### src/rtl/chunked_serial_adder.sv
// chunked_serial_adder: multi-cycle adder/subtractor that processes CHUNK bits
// per clock, LSB chunk first, carrying between chunks through a register.
// A start/done handshake lets a controlling FSM launch one operation at a time.
module chunked_serial_adder #(
  parameter int WIDTH = 32,
  parameter int CHUNK = 4
) (
  input  logic             clk,
  input  logic             rst,
  input  logic             start,
  input  logic             sub,
  input  logic [WIDTH-1:0] in1,
  input  logic [WIDTH-1:0] in2,
  input  logic             c_in,
  output logic             busy,
  output logic             done,
  output logic [WIDTH-1:0] sum,
  output logic             c_out,
  output logic             overflow
);

  localparam int N     = WIDTH / CHUNK;
  localparam int IDX_W = (N > 1) ? $clog2(N) : 1;
  localparam logic [IDX_W-1:0] LAST_IDX   = IDX_W'(N - 1);
  localparam logic [WIDTH-1:0] CHUNK_MASK = WIDTH'({CHUNK{1'b1}});

  typedef enum logic [1:0] {
    IDLE = 2'd0,
    RUN  = 2'd1,
    DONE = 2'd2
  } state_t;

  state_t           state_r;
  state_t           state_next_s;
  logic             accept_s;
  logic             last_s;
  logic [WIDTH-1:0] a_r;
  logic [WIDTH-1:0] b_r;
  logic [WIDTH-1:0] psum_r;
  logic [WIDTH-1:0] psum_next_s;
  logic             carry_r;
  logic [IDX_W-1:0] idx_r;
  logic [31:0]      base_s;
  logic [CHUNK-1:0] a_chunk_s;
  logic [CHUNK-1:0] b_chunk_s;
  logic [CHUNK:0]   chunk_sum_s;
  logic             carry_msb_s;

  // Next-state decode plus the accept and final-chunk strobes
  always_comb begin
    state_next_s = state_r;
    accept_s     = 1'b0;
    last_s       = 1'b0;
    case (state_r)
      IDLE: begin
        if (start) begin
          state_next_s = RUN;
          accept_s     = 1'b1;
        end else begin
          state_next_s = IDLE;
        end
      end
      RUN: begin
        if (idx_r == LAST_IDX) begin
          state_next_s = DONE;
          last_s       = 1'b1;
        end else begin
          state_next_s = RUN;
        end
      end
      DONE: begin
        if (start) begin
          state_next_s = RUN;
          accept_s     = 1'b1;
        end else begin
          state_next_s = IDLE;
        end
      end
      default: begin
        state_next_s = IDLE;
      end
    endcase
  end

  // One chunk of addition; the carry into the chunk MSB is recovered as a^b^s
  always_comb begin
    base_s      = 32'(idx_r) * 32'(CHUNK);
    a_chunk_s   = CHUNK'(a_r >> base_s);
    b_chunk_s   = CHUNK'(b_r >> base_s);
    chunk_sum_s = {1'b0, a_chunk_s} + {1'b0, b_chunk_s} + {{CHUNK{1'b0}}, carry_r};
    psum_next_s = (psum_r & ~(CHUNK_MASK << base_s))
                | (WIDTH'(chunk_sum_s[CHUNK-1:0]) << base_s);
    carry_msb_s = a_chunk_s[CHUNK-1] ^ b_chunk_s[CHUNK-1] ^ chunk_sum_s[CHUNK-1];
  end

  // FSM state register
  always_ff @(posedge clk or posedge rst) begin
    if (rst) begin
      state_r <= IDLE;
    end else begin
      state_r <= state_next_s;
    end
  end

  // Operand capture on accept, then chunk-by-chunk accumulation while running
  always_ff @(posedge clk or posedge rst) begin
    if (rst) begin
      a_r     <= '0;
      b_r     <= '0;
      psum_r  <= '0;
      carry_r <= 1'b0;
      idx_r   <= '0;
    end else if (accept_s) begin
      a_r     <= in1;
      b_r     <= sub ? ~in2 : in2;
      psum_r  <= '0;
      carry_r <= sub ? 1'b1 : c_in;
      idx_r   <= '0;
    end else if (state_r == RUN) begin
      psum_r  <= psum_next_s;
      carry_r <= chunk_sum_s[CHUNK];
      idx_r   <= last_s ? '0 : idx_r + IDX_W'(1);
    end else begin
      idx_r   <= idx_r;
    end
  end

  // Registered status flags; results only move on the final chunk
  always_ff @(posedge clk or posedge rst) begin
    if (rst) begin
      busy     <= 1'b0;
      done     <= 1'b0;
      sum      <= '0;
      c_out    <= 1'b0;
      overflow <= 1'b0;
    end else begin
      busy <= (state_next_s == RUN);
      done <= last_s;
      if (last_s) begin
        sum      <= psum_next_s;
        c_out    <= chunk_sum_s[CHUNK];
        overflow <= carry_msb_s ^ chunk_sum_s[CHUNK];
      end else begin
        sum      <= sum;
      end
    end
  end

endmodule

### config.mk
export PLATFORM = sky130hd
export DESIGN_NAME = chunked_serial_adder
export DESIGN_NICKNAME = d
export VERILOG_FILES = /design/src/rtl/chunked_serial_adder.sv
export SDC_FILE = /design/constraint.sdc
export NUM_CORES = 1
export LEC_CHECK = 0
export BUFFER_PORTS_ARGS = -buffer_cell sky130_fd_sc_hd__buf_4
export CAP_MARGIN = 20
export CORE_ASPECT_RATIO = 1.1
export CORE_UTILIZATION = 40
export DETAILED_ROUTE_END_ITERATION = 6
export PLACE_DENSITY = 0.67
export SYNTH_ARGS = -nofsm -noshare
export SYNTH_HDL_FRONTEND = slang
export SYNTH_SLANG_ARGS = --single-unit
### constraint.sdc
create_clock -name clk -period 9.1 [get_ports clk]
set_input_delay 0 -clock clk [delete_from_list [all_inputs] [get_ports clk]]
set_output_delay 0 -clock clk [all_outputs]
set_load 0.1 [all_outputs]
== Word level (Yosys, flattened, before mapping) ==
Cells that the tools add are included.
Operators by class
  add/sub/neg operators: 3
  equal/unequal tests: 4
  shift operators: 4
  multiplexer cells: 16
  bitwise gates (word level): 7
  reduce and logical (&&, ||, !) cells: 3
Operators by type and width (number)
  32-bit 2-to-1 mux: 3
  32-bit inverter: 2
  32-bit by 5-bit >> shifter with 4-bit output: 2
  32-bit bitwise AND: 1
  32-bit bitwise OR: 1
  4-bit by 5-bit << shifter with 32-bit output: 1
  4-bit by 5-bit << shifter with 32-bit output, first input constant: 1
  3-bit 2-to-1 mux: 3
  1-bit 2-to-1 mux: 8
  4-bit by 4-bit adder with 5-bit output: 1
  5-bit by 1-bit adder with 5-bit output: 1
  2-bit by 1-bit == test with 1-bit output, second input constant: 2
  2-bit one-hot mux with 2 select lines: 1
  3-bit by 1-bit adder with 3-bit output, second input constant: 1
  3-bit == test, second input constant: 1
  1-bit bitwise XOR: 3
  2-bit == test, second input constant: 1
  2-bit zero test: 1
  2-bit 2-to-1 mux: 1
  2-bit nonzero test: 1
  2-bit OR reduction: 1
Storage, ports and cells
  register bits after elaboration: 138
  input bits: 69

== Longest topological paths before layout ==
Gate-level depths: netlist (run 1).
  depth in word-level cells: 7
  mapped depth: 11
  gate-level depth less buffers: 9

== Worst setup path before layout (run 1) ==
OpenSTA, ideal clock, no wires.
  path kind: flip-flop to flip-flop
  from: register idx_r[0]
  to: register sum[10]
  library setup time: 0.126 ns
  data arrival time: 2.991 ns
  setup slack: 5.983 ns
  stages on the path, launching flop included: 12
  path buffers: 2
  cell sequence: dfrtp_1 > buf_4 > buf_2 > mux4_2 > nand2_1 > nand2_1 > fa_1 > fa_1 > xnor2_1 > nor2_1 > a221oi_1 > nor2_1
Between the ends
  word-level cells in the longest chain between the ends: 5
RTL lines
  start, declared: line 42  | logic [IDX_W-1:0] idx_r;
  start signal, assigned: line 122  | idx_r <= last_s ? '0 : idx_r + IDX_W'(1);
  start signal, assigned: line 124  | idx_r <= idx_r;
  32-bit by 5-bit >> shifter with 4-bit output, on equally long branches: line 88, 89
  4-bit by 4-bit adder with 5-bit output: line 90  | chunk_sum_s = {1'b0, a_chunk_s} + {1'b0, b_chunk_s} + {{CHUNK{1'b0}}, carry_r};
  5-bit by 1-bit adder with 5-bit output: line 90
  4-bit by 5-bit << shifter with 32-bit output: line 92  | | (WIDTH'(chunk_sum_s[CHUNK-1:0]) << base_s);
  32-bit bitwise OR: line 92
  end signal, assigned: line 140  | sum <= psum_next_s;
  end signal, assigned: line 144  | sum <= sum;
  end, declared: line 17  | output logic [WIDTH-1:0] sum,
Several ways; a longest one is shown, not always the timed one.
A chain may end at the register's enable or synchronous reset.

== Worst setup path after layout (run 1) ==
  from: register idx_r[0]
  to: register psum_r[13]
Between the ends
  word-level cells in the longest chain between the ends: 7
RTL lines
  32-bit by 5-bit >> shifter with 4-bit output, on equally long branches: line 88, 89
  4-bit by 4-bit adder with 5-bit output: line 90
  5-bit by 1-bit adder with 5-bit output: line 90
  4-bit by 5-bit << shifter with 32-bit output: line 92
  32-bit bitwise OR *: line 92
  32-bit 2-to-1 mux *: line 119  | end else if (state_r == RUN) begin
  32-bit 2-to-1 mux *: line 113  | end else if (accept_s) begin
  end signal, assigned: line 120  | psum_r <= psum_next_s;
  end, declared: line 39  | logic [WIDTH-1:0] psum_r;
Mark *: on every way between the ends. The rest lies on a longest branch, timed or not. The select of a mux whose other input is x is not followed.

==> run_results.csv, run 1 <==
group,metric,value,unit
route,wl,16.22,mm
route,vias_per_cell,5.186,
placed_design,postPlaceCellArea,7197,µm²
floorplanning,num_io_pins,105,
final_layout,fin_nets,867,
clocking,cts.htree.levels,4,
timing,period_minus_slack,3646,ps
final_layout,n_antenna_cell,0,
timing,rsz0062_at_grt,"no",
setup_path,cpPeakStageDelay,660,ps
flow_run,maxCapViolCount,0,
global_route,grt.total_usage,21.59,%
clocking,tritoncts,"yes",
timing,hold_viol_final,0,
timing,setup_tns,0,ps
synth,synth_warnings,0,
placed_design,port_buffers,104,
global_route,grt_pass1_wl,26.66,mm
final_layout,drive_gt1_share,21.40,%
final_layout,fin_util,55.68,%
floorplanning,start_util,41.33,%
route,firstDrtPassIters,5,
timing,setup_viol,0,
timing,tightestPinTransition,959.1,ps
floorplanning,coreArea,15170,µm²
hold_path,hold_class,"in -> reg",
setup_path,crit_fanout,18,
route,antenna_left,0,
synth,syn_inst,629,
timing,clock_skew,7.573,ps
setup_path,cp_data_required_time,9450,ps
clocking,clk_path_buf_depth,2,
setup_path,endpoint_kind,"flop",
synth,synth-seq-cells,134,
setup_path,path_class,"reg -> reg",
timing,min_period_over_period,40.06,%
synth,yosysUniqueCellTypes,44,
timing,report.final.slew_viol_count,0,
global_route,antenna_found_initial,0,
timing,max-slew-margin-rel,36.06,%
placed_design,hpwl,10.56,mm
setup_path,r2r_slack,5450,ps
route,drt_iter0_drc,387,
floorplanning,die_area,16180,µm²
setup_path,path_cells,"buf_4 -> mux4_2 -> nand2_1 -> nand2_1 -> fa_1 -> fa_1 -> nor2b_1 -> and2_1 -> a22o_1",
route,vias,5160,
setup_path,cp.arrival,4000,ps
clocking,clk_latency,420,ps
timing,fmax,0.2743,GHz
clocking,root_buffer,"clkbuf_16",
synth,netlist_area,6271,µm²
final_layout,syn_to_final_growth,34.72,%
synth,syn_avg_cell_area,9.970,µm²
clocking,cts_sinks,134,
setup_path,critPathLaunchType,"flop",
placed_design,place.gp.congestion,0.8682,
final_layout,final_cell_mix,"nand2_1, dfrtp_1, buf_4",
synth,synthesis.nets,709,
clocking,cts_setup_buffers,0,
floorplanning,die-width,121.4,µm
floorplanning,chipHeight,133.3,µm
global_route,grt_max_degree,104,
synth,yosysSeqAreaShare,53.47,%
clocking,numCtsBuffers,17,
clocking,clk_pin_slew,60,ps
route,wire_per_inst,16.30,µm
route,drc,0,
floorplanning,num_rows,47,
outcome,outcome,"complete, no violations",
timing,holdWs,120.1,ps
global_route,grt_overflow,0,
final_layout,fill_cells,1319,
final_layout,final_common_cell,"nand2_1",
final_layout,final_cell_area,8448,µm²
global_route,grt_pass1_vias,5315,
setup_path,crit_slowest_cell,"fa_1",
-- synth_stat cells, drive strengths merged --
master / instances / area [µm²]
nor3b: 1 / 7.510
nor2: 44 / 175.2
and2b: 1 / 7.510
o31ai: 2 / 15.01
and2: 3 / 20.02
and3: 4 / 30.03
nand3: 4 / 20.02
ha: 9 / 112.6
or4b: 4 / 43.79
a31oi: 3 / 25.02
o211ai: 1 / 7.510
buf: 15 / 75.08
a32o: 2 / 20.02
nor3: 3 / 15.01
a21o: 1 / 7.510
a21oi: 20 / 100.1
o21ai: 52 / 260.3
or2: 1 / 6.260
a22o: 19 / 166.4
o22ai: 2 / 12.51
clkbuf: 22 / 82.58
mux4: 16 / 360.4
a22oi: 2 / 15.01
nand2: 187 / 701.9
nand3b: 1 / 7.510
dfrtp: 134 / 3353
inv: 8 / 30.02
nand2b: 6 / 37.54
a221oi: 12 / 105.1
a31o: 2 / 17.52
xor2: 1 / 8.760
xnor2: 34 / 297.8
nor2b: 4 / 25.02
a32oi: 7 / 61.31
fa: 2 / 40.04
-- worst paths after layout --
kind,from,to,cells after the start
worst max-delay path,idx_r[0],psum_r[13],9
worst min-delay path,start,carry_r,4
worst max register to register,idx_r[0],psum_r[13],9
worst min register to register,b_r[4],b_r[4],2
max in group asynchronous,rst,sum[16],4
min in group asynchronous,rst,sum[25],3
-- cells by family (layout without fill, tap and decap cells) --
kind of cell,count (synthesis),count (layout),share of synthesized area [%]
XOR/XNOR,35,35,4.888
flip-flops,134,134,53.47
AO/OA/AOI/OAI,125,125,12.97
buffers and inverters,45,215,2.993
adder cells (fa/ha/maj),11,11,2.434
AND/OR/NAND/NOR,263,263,17.50
multiplexers,16,16,5.746
-- layer usage --
metal / vias up / routed length [µm] / GRT usage [%]
met5: - / 0 / 0
met4: 0 / 285 / 7.407
met3: 26 / 817 / 5.265
met2: 168 / 8400 / 36.52
met1: 2505 / 6716 / 26.81
li1: 2461 / - / -
-- metrics by stage --
stage	std cells	setup WS (ps)
global route	995	5174
finish	995	5454
global placement	898	5524
CTS	995	5453
detailed placement	898	5442
floorplan	629	5517
-- what timing repair did --
action | 4_1_cts | 5_1_grt
endpoints found under the hold margin | 124 | 0
hold buffers | 66 | 0
gates resized for setup | 0 | 0
-- worst max-delay path, delay by kind of cell, from the launching register on --
| kind | cells | cell delay [ps] |
|---|---|---|
| compound gates | 1 | 160 |
| fa+ha+maj | 2 | 1100 |
| buf+inv | 1 | 400 |
| flops | 1 | 580 |
| mux | 1 | 540 |
| simple gates | 4 | 780 |
-- flip-flops by register name, indices dropped and copies added, names as in the netlist --
signal / flops
a_r: 32
overflow: 1
state_r: 2
carry_r: 1
psum_r: 28
c_out: 1
done: 1
b_r: 32
sum: 32
idx_r: 3
busy: 1
-- cell type report --
cell class | instances | area (µm²) | area share, %
clock buffers | 22 | 464.2 | 5.495
clock inverters | 9 | 126.4 | 1.496
inverters | 8 | 32.53 | 0.3851
multi-input cells | 450 | 2740 | 32.43
flip-flops and latches | 134 | 3353 | 39.69
well taps | 196 | 245.2 | 2.903
repair buffers | 176 | 1486 | 17.59
Power of run 1 is not shown: default switching activity piles up to over one toggle a cycle in this logic, so the estimate is an artifact.
==> inputs of run 2 (changes only) <==
==> constraint.sdc (replaced) <==
create_clock -name clk -period 3.4 [get_ports clk]
set_input_delay 0 -clock clk [delete_from_list [all_inputs] [get_ports clk]]
set_output_delay 0 -clock clk [all_outputs]
set_load 0.1 [all_outputs]
==> run 2 against run 1 <==
  * Clock-buffer cell count grew 2
  * Fmax increased by 16%
  * Critical endpoint is now psum_r[14]
  * Final cell count increased by 0.60%
  * Largest cell class unchanged
  * First-iteration DRC count up 5.2%
  * Sequential share of layout area down 0.28 points
  * Worst hold slack got worse by 11 ps
  * Wire length up 0.95%
==> run_results.csv, run 2 (synthesized netlist as in run 1, its figures left out) <==
group,metric,value,unit
clocking,clk_latency,420,ps
hold_path,hold_start,"start",
floorplanning,die_area,16180,µm²
clocking,numCtsBuffers,17,
timing,report.final.slew_viol_count,0,
timing,clock_skew,8.736,ps
hold_path,hold_class,"in -> reg",
route,vias_per_cell,5.219,
floorplanning,chipHeight,133.3,µm
outcome,outcome,"complete, no violations",
setup_path,cp_data_required_time,3760,ps
global_route,grt_pass1_vias,5426,
timing,setup_tns,0,ps
global_route,grt_max_degree,67,
floorplanning,num_rows,47,
placed_design,hpwl,10.97,mm
hold_path,hold_end,"carry_r",
clocking,clk_path_buf_depth,2,
timing,period_minus_slack,3131,ps
placed_design,place.gp.congestion,0.8184,
route,wl,16.38,mm
flow_run,maxCapViolCount,0,
route,drc,0,
clocking,clk_pin_slew,60,ps
route,vias,5224,
global_route,grt.total_usage,21.88,%
final_layout,final_cell_mix,"nand2_1, dfrtp_1, buf_4",
global_route,grt_overflow,0,
setup_path,cp.arrival,3490,ps
timing,hold_viol_final,0,
floorplanning,die-width,121.4,µm
final_layout,drive_gt1_share,22.48,%
setup_path,reg2reg_to,"psum_r[14]",
route,wire_per_inst,16.36,µm
route,drt_iter0_drc,407,
global_route,grt_pass1_wl,27.01,mm
setup_path,r2r_slack,270,ps
final_layout,syn_to_final_growth,35.73,%
clocking,cts.htree.levels,4,
timing,tightestPinTransition,845.2,ps
final_layout,n_antenna_cell,0,
setup_path,crit_fanout,7,
setup_path,path_class,"reg -> reg",
route,firstDrtPassIters,5,
route,antenna_left,0,
clocking,root_buffer,"clkbuf_16",
final_layout,fin_nets,872,
clocking,tritoncts,"yes",
floorplanning,start_util,41.33,%
timing,max-slew-margin-rel,43.53,%
timing,fmax,0.3194,GHz
setup_path,endpoint_kind,"flop",
final_layout,final_common_cell,"nand2_1",
floorplanning,num_io_pins,105,
setup_path,reg2reg_from,"idx_r[0]",
placed_design,port_buffers,104,
timing,min_period_over_period,92.08,%
final_layout,reg_top3,"a_r: 32 flops, b_r: 32 flops, sum: 32 flops",
timing,setup_viol,0,
setup_path,ff2ff_path_depth,8,
clocking,cts_sinks,134,
setup_path,critPathLaunchType,"flop",
global_route,antenna_found_initial,0,
timing,rsz0062_at_grt,"no",
hold_path,whs_path_depth,4,
floorplanning,coreArea,15170,µm²
[run 2: cell type report]
class,instances,area [µm²]
clock inverters,8,95.09
clock buffers,24,501.7
multi-input cells,450,2745
well taps,196,245.2
inverters,8,33.78
repair buffers,181,1536
flip-flops and latches,134,3354
fillers,1292,6660
[run 2: critical path, cell delays in order (launching register included)]
cell,delay [ps]
dfrtp_2,480
mux4_2,530
nand2_1,80
nand2_1,80
fa_1,440
fa_1,480
xnor2_2,210
nor3_1,500
a22o_1,260
[run 2: how the worst max path moves through the flow]
stage          startpoint         end  slack [ps]  depth (start not counted)
2_1_floorplan    idx_r[0]     sum[10]         280                         11
3_3_place_gp     idx_r[0]      sum[6]         280                          9
3_5_place_dp     idx_r[0]      sum[6]         200                          9
4_1_cts          idx_r[0]      sum[6]         130                          9
5_1_grt          idx_r[0]      sum[3]         120                          9
6_report         idx_r[0]  psum_r[14]         270                          8
[run 2: repair_timing]
| item | CTS | global route |
|---|---|---|
| endpoints found under the hold margin | 93 | 0 |
| buffers inserted | 0 | 0 |
| setup endpoints to repair | 0 | 7 |
| hold buffers | 66 | 0 |
| resized for setup | 0 | 3 |
[run 2: metal layers]
metal	routed length [µm]	up-vias	GRT usage (%)
li1	-	2478	-
met5	0	-	0
met4	435	0	8.642
met3	776	36	5.736
met2	8706	193	37.66
met1	6457	2517	25.85
[run 2: stage by stage]
stage / util [%] / setup WS, ps / hold WS [ps] / instances / cell area [µm²]
3_3_place_gp: 47.74 / 279.3 / 151.7 / 903 / 7243
4_1_cts: 56.03 / 132.0 / 101.5 / 1001 / 8501
5_1_grt: 56.10 / 124.1 / 131.4 / 1001 / 8512
3_5_place_dp: 47.74 / 199.1 / 155.8 / 903 / 7243
2_1_floorplan: - / 283.0 / 105.4 / 629 / 6275
6_report: 56.10 / 269.3 / 109.0 / 1001 / 8512
Power of run 2 is left out for the same reason.
==> inputs of run 3 (changes only) <==
==> constraint.sdc (replaced) <==
create_clock -name clk -period 3.4 [get_ports clk]
set_input_delay 0.34 -clock clk [delete_from_list [all_inputs] [get_ports clk]]
set_output_delay 0.34 -clock clk [all_outputs]
set_load 0.1 [all_outputs]
==> run 3 against run 2 <==
  * Clock-buffer cell count down 6
  * Critical path type unchanged
  * Die area unchanged
  * Sequential share of layout area up 3.0 points
==> run_results.csv, run 3 (synthesized netlist as in run 1, its figures left out) <==
group,metric,value,unit
timing,max-slew-margin-rel,44.00,%
route,wire_per_inst,16.81,µm
final_layout,n_antenna_cell,0,
final_layout,final_common_cell,"nand2_1",
final_layout,fin_nets,808,
clocking,tritoncts,"yes",
global_route,grt_overflow,0,
route,drc,0,
clocking,clk_path_buf_depth,2,
final_layout,drive_gt1_share,24.56,%
clocking,clk_latency,430,ps
clocking,cts_setup_buffers,0,
timing,setup_viol,0,
setup_path,critPathLaunchType,"flop",
floorplanning,coreArea,15170,µm²
route,antenna_left,0,
setup_path,cp_data_required_time,3760,ps
global_route,grt_pass1_wl,25.77,mm
global_route,grt_pass1_vias,5039,
floorplanning,start_util,41.33,%
timing,setup_tns,0,ps
floorplanning,die-width,121.4,µm
final_layout,syn_to_final_growth,26.22,%
outcome,outcome,"complete, no violations",
route,drt_iter0_drc,275,
timing,fmax,0.3145,GHz
route,firstDrtPassIters,5,
global_route,antenna_found_initial,0,
clocking,clk_pin_slew,60,ps
setup_path,path_class,"reg -> reg",
clocking,cts.htree.levels,4,
timing,tightestPinTransition,838.1,ps
timing,rsz0062_at_grt,"no",
timing,clock_skew,10.70,ps
timing,min_period_over_period,93.53,%
route,vias_per_cell,5.222,
timing,period_minus_slack,3180,ps
placed_design,place.gp.congestion,0.8241,
placed_design,port_buffers,104,
global_route,grt.total_usage,20.91,%
clocking,numCtsBuffers,17,
clocking,cts_sinks,134,
setup_path,endpoint_kind,"flop",
final_layout,final_cell_mix,"nand2_1, dfrtp_1, buf_4",
flow_run,maxCapViolCount,0,
hold_path,hold_class,"in -> reg",
timing,report.final.slew_viol_count,0,
timing,hold_viol_final,0,
floorplanning,chipHeight,133.3,µm
final_layout,reg_top3,"a_r: 32 flops, b_r: 32 flops, sum: 32 flops",
floorplanning,num_io_pins,105,
global_route,grt_max_degree,63,
setup_path,crit_fanout,7,
route,vias,4893,
clocking,root_buffer,"clkbuf_16",
floorplanning,num_rows,47,
placed_design,hpwl,11.19,mm
setup_path,cp.arrival,3540,ps
floorplanning,die_area,16180,µm²
route,wl,15.75,mm
[run 3: routing by layer]
metal  up-vias  share of wire (%)  GRT usage, %
met1      2355                 41         25.95
met3        24                5.5         5.394
met2       161                 52         35.07
met4         0                1.6         7.339
met5         -                  0             0
li1       2353                  -             -
[run 3: worst paths after layout]
kind                           from         to  slack, ps  cells after the start
max                        idx_r[0]  psum_r[6]        220                      8
min                          in1[5]     a_r[5]        100                      3
max reg2reg                idx_r[0]  psum_r[6]        220                      8
min reg2reg                  a_r[1]     a_r[1]        480                      2
max in group asynchronous       rst       done       2390                      4
min in group asynchronous       rst    sum[28]        410                      3
[run 3: timing repair]
action,CTS,global route
resized for setup,0,1
hold buffers,0,1
endpoints found under the setup margin,0,3
hold endpoints to repair,0,2
[run 3: worst max-delay path, cell delays in order (launching register included)]
cell     delay [ps]
dfrtp_1         530
mux4_2          550
nand2_1          80
nand2_1          70
fa_1            440
fa_1            450
xnor2_1         220
nor3_1          530
a22o_1          240
[run 3: cell type report]
class / count / area (µm²)
clock buffers: 18 / 439.2
clock inverters: 14 / 198.9
fillers: 1378 / 7257
inverters: 8 / 33.78
multi-input cells: 450 / 2739
flip-flops and latches: 134 / 3353
well taps: 196 / 245.2
repair buffers: 117 / 905.9
[run 3: per-stage QoR]
stage / area, µm² / utilization [%] / hold slack [ps] / std cells / setup WS [ps]
floorplan: 6275 / - / 440.3 / 629 / 283.0
global route: 7915 / 52.17 / 92.80 / 937 / 13.98
CTS: 7881 / 51.95 / 83.92 / 935 / 193.8
global placement: 7243 / 47.74 / 455.4 / 903 / 283.8
detailed placement: 7243 / 47.74 / 461.9 / 903 / 231.3
finish: 7915 / 52.17 / 98.13 / 937 / 220.0
Power of run 3 is left out for the same reason.
